### config.mk
export PLATFORM = sky130hd
export DESIGN_NAME = ram_8
export DESIGN_NICKNAME = d
export VERILOG_FILES = /design/src/rtl/mem_pkg.sv /design/src/rtl/register_16.sv /design/src/rtl/ram_8.sv
export SDC_FILE = /design/constraint.sdc
export NUM_CORES = 1
export LEC_CHECK = 0
export ABC_AREA = 1
export ABC_CLOCK_PERIOD_IN_PS = 9300
export BUFFER_PORTS_ARGS = -buffer_cell sky130_fd_sc_hd__buf_2
export CORE_MARGIN = 3
export CORE_UTILIZATION = 40
export DETAILED_ROUTE_END_ITERATION = 6
export PLACE_DENSITY_LB_ADDON = 0.15
export SYNTH_ARGS = -nofsm -noshare
export SYNTH_HDL_FRONTEND = slang
export SYNTH_SLANG_ARGS = --single-unit
### constraint.sdc
create_clock -name clk -period 9.3 [get_ports clk]
set_input_delay 0.93 -clock clk [delete_from_list [all_inputs] [get_ports clk]]
set_output_delay 0.93 -clock clk [all_outputs]
set_load 0.01 [all_outputs]
### src/rtl/mem_pkg.sv
// Shared memory-hierarchy definitions: word width, RAM8 address width, word type.
package mem_pkg;
  localparam int WORD_W      = 16;
  localparam int RAM8_ADDR_W = 3;

  typedef logic [WORD_W-1:0] word_t;
endpackage

### src/rtl/register_16.sv
// WIDTH-bit storage register with load enable and async active-high clear.
module register_16
  import mem_pkg::*;
#(
  parameter int WIDTH = WORD_W
) (
  input  logic             clk,
  input  logic             reset,
  input  logic             load,
  input  logic [WIDTH-1:0] in,
  output logic [WIDTH-1:0] out
);

  // Clear wins over load; otherwise capture in when load is set.
  always_ff @(posedge clk or posedge reset) begin
    if (reset)     out <= '0;
    else if (load) out <= in;
  end

endmodule

### src/rtl/ram_8.sv
// 8 x WIDTH RAM: synchronous write, combinational read of word[address].
// Built from one register per word, a load demux and an output mux.
module ram_8
  import mem_pkg::*;
#(
  parameter int WIDTH  = WORD_W,
  parameter int ADDR_W = RAM8_ADDR_W
) (
  input  logic              clk,
  input  logic              reset,
  input  logic              load,
  input  logic [ADDR_W-1:0] address,
  input  logic [WIDTH-1:0]  in,
  output logic [WIDTH-1:0]  out
);

  localparam int DEPTH = 2 ** ADDR_W;

  logic [DEPTH-1:0]            ld;
  logic [DEPTH-1:0][WIDTH-1:0] q;

  // Load demux: only the addressed word sees load; decode covers every address.
  always_comb begin
    ld          = '0;
    ld[address] = load;
  end

  genvar w;
  generate
    for (w = 0; w < DEPTH; w++) begin : g_word
      register_16 #(.WIDTH(WIDTH)) u_reg (
        .clk  (clk),
        .reset(reset),
        .load (ld[w]),
        .in   (in),
        .out  (q[w])
      );
    end
  endgenerate

  // Read mux: no bypass from in, so a same-cycle write shows up after the edge.
  assign out = q[address];

endmodule

==> metrics.txt, run 1 <==
# TYPE chip_impl_metric gauge
chip_impl_metric{name="wl_per_cell",unit="µm"} 14.44
chip_impl_metric{name="die_height",unit="µm"} 131.3
chip_impl_metric{name="synth_top_cell_area_share",unit="%"} 51.02
chip_impl_metric{name="hold_viol",unit=""} 0
chip_impl_metric{name="synth.yosys.seq_area_share",unit="%"} 51.02
chip_impl_metric{name="globalRouteMet2Util",unit="%"} 30.24
chip_impl_metric{name="cts-root-to-sink-buffers",unit=""} 2
chip_impl_metric{name="grt_use_met3",unit="%"} 4.709
chip_impl_info{name="synth_top_flop_cell",value="sky130_fd_sc_hd__dfrtp_1"} 1
chip_impl_metric{name="final.setup_skew",unit="ps"} 0
chip_impl_metric{name="final-setup-viol-count",unit=""} 0
chip_impl_metric{name="tritoncts.num_buffers",unit=""} 17
chip_impl_metric{name="yosys.area_share.simple",unit="%"} 24.63
chip_impl_metric{name="synthAdderAreaFrac",unit="%"} 0
chip_impl_metric{name="synth_edf_count",unit=""} 0
chip_impl_metric{name="peakVddDrop",unit="µV"} 135.0
chip_impl_metric{name="insertedDiodeCount",unit=""} 0
chip_impl_metric{name="synth.ff_latch_count",unit=""} 128
chip_impl_metric{name="nFillCells",unit=""} 1602
chip_impl_metric{name="tightest_slew",unit="ps"} 1176
chip_impl_metric{name="grt_overflow",unit=""} 0
chip_impl_metric{name="share_of_post_route_cells_with_drive_strength_above_1",unit="%"} 9.508
chip_impl_info{name="cpMaxStageDelayCell",value="sky130_fd_sc_hd__inv_2"} 1
chip_impl_metric{name="powerDensity",unit="nW/µm²"} 226.6
chip_impl_info{name="setup.worst_path.start_class",value="primary input"} 1
chip_impl_metric{name="dr_total_vias",unit=""} 5118
chip_impl_info{name="cp-end-kind",value="primary output"} 1
chip_impl_info{name="clock-root-buffer",value="sky130_fd_sc_hd__clkbuf_16"} 1
chip_impl_metric{name="layout_min_cycle_time",unit="ps"} 4019
chip_impl_info{name="synth.largest_area_cell",value="sky130_fd_sc_hd__dfrtp_1"} 1
chip_impl_metric{name="multi_input_comb_area",unit="µm²"} 2187
chip_impl_metric{name="rows",unit=""} 45
chip_impl_metric{name="hold_slack",unit="ps"} 484.0
chip_impl_info{name="synth_most_common_cell",value="sky130_fd_sc_hd__nand2_1"} 1
chip_impl_metric{name="finish.net_count",unit=""} 904
chip_impl_info{name="layout_top_registers",value="g_word.u_reg.out (128)"} 1
chip_impl_metric{name="grt_pass1_wl",unit="µm"} 26160
chip_impl_metric{name="yosys_warnings",unit=""} 0
chip_impl_metric{name="io_buffers",unit=""} 37
chip_impl_metric{name="switching_power",unit="µW"} 462.8
chip_impl_metric{name="grt_antenna_before_repair",unit=""} 0
chip_impl_metric{name="seq_power_share",unit="%"} 44.1
chip_impl_metric{name="yosys.area_share.xor_xnor",unit="%"} 0
chip_impl_info{name="crit_path_cell_trace",value="buf_2, buf_4, inv_2, nand2_1, nand3_1, nand2_1, inv_1, nand2_1, buf_2"} 1
chip_impl_metric{name="coreArea",unit="µm²"} 15260
chip_impl_metric{name="die_w",unit="µm"} 131.3
chip_impl_metric{name="post_cts_hold_buffer_count",unit=""} 0
chip_impl_metric{name="cts_setup_buffers",unit=""} 0
chip_impl_info{name="post_synth_most_frequent_cells",value="308 x sky130_fd_sc_hd__nand2_1, 180 x sky130_fd_sc_hd__inv_1, 128 x sky130_fd_sc_hd__dfrtp_1"} 1
chip_impl_metric{name="synth_area",unit="µm²"} 6279
chip_impl_metric{name="critical_path_required",unit="ps"} 8370
chip_impl_metric{name="drt_drc_violations_left",unit=""} 0
chip_impl_metric{name="ys_async_sr_fraction",unit="%"} 100.0
chip_impl_metric{name="met1_usage",unit="%"} 26.37
chip_impl_metric{name="vias_in_the_first_global_route",unit=""} 4835
chip_impl_metric{name="drv_slew",unit=""} 0
chip_impl_metric{name="pin_count",unit=""} 38
chip_impl_metric{name="initial_core_util",unit="%"} 41.15
chip_impl_metric{name="timing.critical_path.fanout_max",unit=""} 67
chip_impl_metric{name="synth_compound_gate_area_share",unit="%"} 10.20
chip_impl_metric{name="post_drt_via_cell_ratio",unit=""} 4.632
chip_impl_info{name="min_delay_path_class",value="flip-flop to flip-flop"} 1
chip_impl_metric{name="seqCellArea",unit="µm²"} 3203
chip_impl_metric{name="detailedRoute.firstIterationViolations",unit=""} 347
chip_impl_info{name="tritoncts_clock_tree",value="built"} 1
chip_impl_info{name="largest_register",value="g_word.u_reg.out"} 1
chip_impl_info{name="run_status",value="completed"} 1
chip_impl_metric{name="syn_nets",unit=""} 884
chip_impl_metric{name="post_synth_mux_area_share",unit="%"} 0
chip_impl_metric{name="last_weighted_congestion_value_of_the_routability_driven_placer",unit=""} 0.7525
chip_impl_metric{name="clkPwrFrac",unit="%"} 39.6
chip_impl_metric{name="drt-total-wl",unit="µm"} 15950
chip_impl_metric{name="detail-route-antenna-nets",unit=""} 0
chip_impl_metric{name="post_route_setup_tns",unit="ps"} 0
chip_impl_metric{name="global_route.usage.total",unit="%"} 19.32
chip_impl_metric{name="critical-path-max-stage-delay",unit="ps"} 680
chip_impl_info{name="post_synth_main_area_contributors",value="sky130_fd_sc_hd__dfrtp_1 51%, sky130_fd_sc_hd__nand2_1 18%, sky130_fd_sc_hd__inv_1 11%"} 1
chip_impl_metric{name="cts_max_level",unit=""} 4
chip_impl_metric{name="syn-instance-count",unit=""} 862
chip_impl_metric{name="clkSinkCount",unit=""} 128
chip_impl_metric{name="area_growth_syn_to_layout",unit="%"} 13.65
chip_impl_metric{name="power.share.combinational",unit="%"} 16.3
chip_impl_metric{name="largest_net_degree_at_the_start_of_global_routing",unit=""} 70
chip_impl_info{name="timing_worst_setup_path_type",value="primary input to primary output"} 1
chip_impl_metric{name="report.power.total",unit="mW"} 1.617
chip_impl_metric{name="drv.max_cap_violation_count",unit=""} 0
chip_impl_metric{name="cts_resized",unit=""} 0
chip_impl_metric{name="flip_flop_count_of_the_largest_register_all_copies_and_words_added",unit=""} 128
chip_impl_metric{name="power.leakage",unit="nW"} 3.902
chip_impl_info{name="grt-busiest-layer",value="met2"} 1
chip_impl_metric{name="drt_first_pass_iters",unit=""} 5
chip_impl_metric{name="distinct_cell_type_count_of_the_synthesized_netlist",unit=""} 17
chip_impl_metric{name="p_int",unit="mW"} 1.154
chip_impl_info{name="synth_top_family_by_area",value="simple AND/OR/NAND/NOR gates"} 1
chip_impl_metric{name="maximum_operating_frequency",unit="MHz"} 248.8
chip_impl_metric{name="slew_headroom",unit="%"} 21.61
chip_impl_metric{name="critical_path_arrival",unit="ps"} 3090
chip_impl_metric{name="p_sw_share",unit="%"} 28.63
chip_impl_metric{name="detailedPlacementHpwl",unit="µm"} 9154
chip_impl_metric{name="clk_transition_reported_paths",unit="ps"} 50
chip_impl_metric{name="min_period_over_period",unit="%"} 43.21
chip_impl_info{name="path_common_cell",value="sky130_fd_sc_hd__nand2_1"} 1
chip_impl_metric{name="die_area",unit="µm²"} 17240
chip_impl_metric{name="clk_latency",unit="ps"} 410
chip_impl_metric{name="avgSynthCellArea",unit="µm²"} 7.284
chip_impl_info{name="setup_repair_after_global_routing_missed_its_margin",value="no"} 1
## layout by cell type (no fill, tap or decap)
cell                         count
sky130_fd_sc_hd__buf_2          37
sky130_fd_sc_hd__buf_4           5
sky130_fd_sc_hd__bufinv_16       1
sky130_fd_sc_hd__clkbuf_1        1
sky130_fd_sc_hd__clkbuf_16      17
sky130_fd_sc_hd__clkbuf_8        4
sky130_fd_sc_hd__clkinv_2        4
sky130_fd_sc_hd__clkinv_4        1
sky130_fd_sc_hd__clkinvlp_4      4
sky130_fd_sc_hd__dfrtp_1       128
sky130_fd_sc_hd__inv_1         179
sky130_fd_sc_hd__inv_2           2
sky130_fd_sc_hd__inv_4           1
sky130_fd_sc_hd__nand2_1       308
sky130_fd_sc_hd__nand2_2         5
sky130_fd_sc_hd__nand3_1        64
sky130_fd_sc_hd__nor2_1          1
sky130_fd_sc_hd__nor2_2          2
sky130_fd_sc_hd__nor2_4          2
sky130_fd_sc_hd__o21ai_0        48
sky130_fd_sc_hd__o21ai_1        80
## worst paths after layout
kind | startpoint | to | slack [ps] | cells past startpoint
max reg2reg | g_word[4].u_reg.out[2] | g_word[4].u_reg.out[2] | 8600 | 2
max | address[0] | out[12] | 5280 | 9
max in group asynchronous | reset | g_word[1].u_reg.out[13] | 7280 | 3
min reg2reg | g_word[0].u_reg.out[13] | g_word[0].u_reg.out[13] | 480 | 2
min in group asynchronous | reset | g_word[6].u_reg.out[4] | 640 | 2
min | g_word[0].u_reg.out[13] | g_word[0].u_reg.out[13] | 480 | 2
## stage by stage
step,cells,setup slack [ps],cell area [µm²],utilization [%]
floorplan,862,4957,6279,-
global placement,1074,5330,6568,43.04
detailed placement,1074,5328,6568,43.04
CTS,1105,5312,7136,46.77
global route,1105,5103,7136,46.77
finish,1105,5281,7136,46.77
## power groups by stage
| stage | registers [mW] | clock network [mW] | logic (mW) |
|---|---|---|---|
| floorplan | 0.710 | 0 | 0.204 |
| global placement | 0.719 | 0 | 0.265 |
| detailed placement | 0.721 | 0 | 0.268 |
| CTS | 0.713 | 0.652 | 0.269 |
| global route | 0.726 | 0.676 | 0.314 |
| finish | 0.713 | 0.640 | 0.264 |
## routing by layer
layer	vias up	routed length, µm
met3	21	629
met1	2375	7818
met2	96	7221
met4	0	282
li1	2626	-
met5	-	0
## critical path, delay by kind of cell
family | cells | cell delay, ps
buffers and inverters | 5 | 1520
AND/OR/NAND/NOR | 4 | 540
## kinds of logic (layout without fill, tap and decap cells)
logic type | Yosys count | in the layout
buf+inv | 224 | 256
flops | 128 | 128
compound gates | 128 | 128
simple gates | 382 | 382
## final cells by class
| cell class | instances | area share, % |
|---|---|---|
| multi-input cells | 510 | 30.65 |
| clock buffers | 22 | 6.786 |
| repair buffers | 42 | 3.121 |
| flip-flops and latches | 128 | 44.89 |
| clock inverters | 9 | 1.175 |
| inverters | 183 | 9.679 |
| well taps | 211 | 3.700 |
(Power assumes the default switching activity.)
==> inputs of run 2 (changes only) <==
Settings changed: ABC_CLOCK_PERIOD_IN_PS 9300 to 3810.
Clock period 9.3 ns to 3.81 ns, I/O delays scaled along.
==> run 2 against run 1 <==
  * Register-to-register slack lost 5500 ps
  * Total power grew 140%
  * Critical path depth shrank 2
  * Worst hold slack lost 360 ps
  * Core utilization grew 0.16 points
  * Clock power grew 140%
  * Clock-buffer cell count grew 4
  * Critical endpoint unchanged
  * Largest cell class unchanged
==> metrics.txt, run 2 (synthesized netlist as in run 1, its figures left out) <==
# TYPE chip_impl_metric gauge
chip_impl_metric{name="detail-route-antenna-nets",unit=""} 0
chip_impl_metric{name="share_of_post_route_cells_with_drive_strength_above_1",unit="%"} 9.667
chip_impl_metric{name="critical_path_arrival",unit="ps"} 1850
chip_impl_metric{name="fin_util",unit="%"} 46.92
chip_impl_info{name="layout_top_registers",value="g_word.u_reg.out (128)"} 1
chip_impl_metric{name="grt_antenna_before_repair",unit=""} 0
chip_impl_metric{name="hold_viol",unit=""} 0
chip_impl_metric{name="final-setup-viol-count",unit=""} 0
chip_impl_info{name="run_status",value="completed"} 1
chip_impl_metric{name="report.power.total",unit="mW"} 3.922
chip_impl_metric{name="finish.net_count",unit=""} 909
chip_impl_metric{name="grt_pass1_wl",unit="µm"} 25790
chip_impl_info{name="setup.worst_path.start_class",value="primary input"} 1
chip_impl_metric{name="detailedPlacementHpwl",unit="µm"} 9826
chip_impl_info{name="layout.cells.most_common_list",value="308 x sky130_fd_sc_hd__nand2_1, 179 x sky130_fd_sc_hd__inv_1, 128 x sky130_fd_sc_hd__dfrtp_1"} 1
chip_impl_metric{name="dr_total_vias",unit=""} 5073
chip_impl_metric{name="last_weighted_congestion_value_of_the_routability_driven_placer",unit=""} 0.7497
chip_impl_metric{name="final_area",unit="µm²"} 7159
chip_impl_metric{name="insertedDiodeCount",unit=""} 0
chip_impl_metric{name="switching_power",unit="mW"} 1.102
chip_impl_metric{name="seq_power_share",unit="%"} 44.3
chip_impl_metric{name="tightest_slew",unit="ps"} 974.8
chip_impl_metric{name="peakVddDrop",unit="µV"} 306.7
chip_impl_metric{name="die_height",unit="µm"} 131.3
chip_impl_info{name="tritoncts_clock_tree",value="built"} 1
chip_impl_info{name="setup_repair_after_global_routing_missed_its_margin",value="no"} 1
chip_impl_metric{name="drt-total-wl",unit="µm"} 15500
chip_impl_metric{name="detailedRoute.firstIterationViolations",unit=""} 325
chip_impl_metric{name="timing.reg2reg.setup_slack",unit="ps"} 3100
chip_impl_metric{name="drt_drc_violations_left",unit=""} 0
chip_impl_info{name="clock-root-buffer",value="sky130_fd_sc_hd__clkbuf_16"} 1
chip_impl_metric{name="layout_min_cycle_time",unit="ps"} 2231
chip_impl_metric{name="final.setup.worst_slack",unit="ps"} 1579
chip_impl_metric{name="rows",unit=""} 45
chip_impl_metric{name="drt_first_pass_iters",unit=""} 5
chip_impl_metric{name="post_drt_via_cell_ratio",unit=""} 4.566
chip_impl_info{name="timing_worst_setup_path_type",value="primary input to primary output"} 1
chip_impl_metric{name="min_period_over_period",unit="%"} 58.56
chip_impl_metric{name="cts-root-to-sink-buffers",unit=""} 2
chip_impl_metric{name="reg2reg_depth",unit=""} 2
chip_impl_metric{name="io_buffers",unit=""} 37
chip_impl_metric{name="drv_slew",unit=""} 0
chip_impl_metric{name="maximum_operating_frequency",unit="MHz"} 448.2
chip_impl_metric{name="critical_path_required",unit="ps"} 3430
chip_impl_metric{name="flip_flop_count_of_the_largest_register_all_copies_and_words_added",unit=""} 128
chip_impl_info{name="worst_setup_path_startpoint",value="address[2]"} 1
chip_impl_metric{name="final.setup_skew",unit="ps"} 0
chip_impl_metric{name="area_growth_syn_to_layout",unit="%"} 14.03
chip_impl_info{name="critPathCapture",value="out[12]"} 1
chip_impl_info{name="crit-reg2reg-launch",value="g_word[1].u_reg.out[3]"} 1
chip_impl_metric{name="slew_headroom",unit="%"} 34.95
chip_impl_metric{name="clkSinkCount",unit=""} 128
chip_impl_metric{name="grt_overflow",unit=""} 0
chip_impl_metric{name="p_sw_share",unit="%"} 28.09
chip_impl_metric{name="cts_setup_buffers",unit=""} 0
chip_impl_metric{name="global_route.usage.total",unit="%"} 19.10
chip_impl_metric{name="wl_per_cell",unit="µm"} 13.95
chip_impl_metric{name="cts_resized",unit=""} 0
chip_impl_metric{name="clk_transition_reported_paths",unit="ps"} 60
chip_impl_metric{name="vias_in_the_first_global_route",unit=""} 4789
chip_impl_metric{name="largest_net_degree_at_the_start_of_global_routing",unit=""} 70
chip_impl_info{name="most_common_library_cell_in_the_layout_ignoring_fill_and_taps",value="sky130_fd_sc_hd__nand2_1"} 1
chip_impl_metric{name="tritoncts.num_buffers",unit=""} 17
chip_impl_metric{name="drv.max_cap_violation_count",unit=""} 0
chip_impl_metric{name="powerDensity",unit="nW/µm²"} 547.8
chip_impl_metric{name="timing.critical_path.fanout_max",unit=""} 18
chip_impl_metric{name="power.share.combinational",unit="%"} 16.4
chip_impl_metric{name="clkPwrFrac",unit="%"} 39.2
chip_impl_metric{name="die_w",unit="µm"} 131.3
chip_impl_info{name="largest_register",value="g_word.u_reg.out"} 1
chip_impl_info{name="critical_register_to_register_path_endpoint",value="g_word[1].u_reg.out[3]"} 1
chip_impl_metric{name="post_dp_cell_area",unit="µm²"} 6605
chip_impl_metric{name="pin_count",unit=""} 38
chip_impl_info{name="cp-end-kind",value="primary output"} 1
chip_impl_metric{name="coreArea",unit="µm²"} 15260
chip_impl_metric{name="post-place-ws",unit="ps"} 1486
chip_impl_info{name="min_delay_path_class",value="primary input to async pin"} 1
chip_impl_metric{name="initial_core_util",unit="%"} 41.15
chip_impl_metric{name="cts_max_level",unit=""} 4
chip_impl_metric{name="p_int",unit="mW"} 2.820
chip_impl_metric{name="post_cts_hold_buffer_count",unit=""} 0
chip_impl_metric{name="post_route_setup_tns",unit="ps"} 0
chip_impl_metric{name="power.leakage",unit="nW"} 3.934
chip_impl_metric{name="die_area",unit="µm²"} 17240
chip_impl_metric{name="clk_latency",unit="ps"} 420
-- run 2: how the worst min path moves through the flow --
stage                                    to  cells after the start                    from
floorplan            g_word[0].u_reg.out[1]                      2  g_word[0].u_reg.out[1]
global placement     g_word[1].u_reg.out[8]                      2  g_word[1].u_reg.out[8]
detailed placement   g_word[1].u_reg.out[1]                      2  g_word[1].u_reg.out[1]
CTS                 g_word[7].u_reg.out[12]                      3                  in[12]
global route         g_word[7].u_reg.out[7]                      3                   in[7]
finish               g_word[6].u_reg.out[2]                      2                   reset
-- run 2: layer usage --
layer,part of all wire [%],GRT usage [%]
met1,50,26.29
met2,45,29.72
met3,3.5,4.632
met4,1.2,6.418
met5,0,0
-- run 2: worst max-delay path, stage by stage --
cell	delay [ps]
sky130_fd_sc_hd__buf_2	130
sky130_fd_sc_hd__nor2_2	760
sky130_fd_sc_hd__nand3_1	160
sky130_fd_sc_hd__nand2_1	110
sky130_fd_sc_hd__inv_1	40
sky130_fd_sc_hd__nand2_1	110
sky130_fd_sc_hd__buf_2	150
-- run 2: power groups by stage --
stage / Clock, mW / Combinational, mW / Sequential [mW]
final: 1.54 / 0.645 / 1.74
after global routing: 1.64 / 0.772 / 1.77
after CTS: 1.57 / 0.657 / 1.74
after detailed placement: 0 / 0.655 / 1.76
after global placement: 0 / 0.642 / 1.76
after floorplan: 0 / 0.497 / 1.73
-- run 2: area by class of cell --
| class | instances | area [µm²] |
|---|---|---|
| Sequential cell | 128 | 3203 |
| Tap cell | 211 | 264.0 |
| Clock inverter | 6 | 55.05 |
| Fill cell | 1619 | 8099 |
| Inverter | 183 | 690.7 |
| Timing Repair Buffer | 47 | 260.3 |
| Multi-Input combinational cell | 510 | 2187 |
| Clock buffer | 26 | 499.2 |
-- run 2: through the flow --
| step | std cells | hold WS [ps] |
|---|---|---|
| floorplan | 862 | 453.0 |
| global placement | 1079 | 466.4 |
| detailed placement | 1079 | 473.0 |
| CTS | 1111 | 162.1 |
| global route | 1111 | 166.5 |
| finish | 1111 | 127.7 |
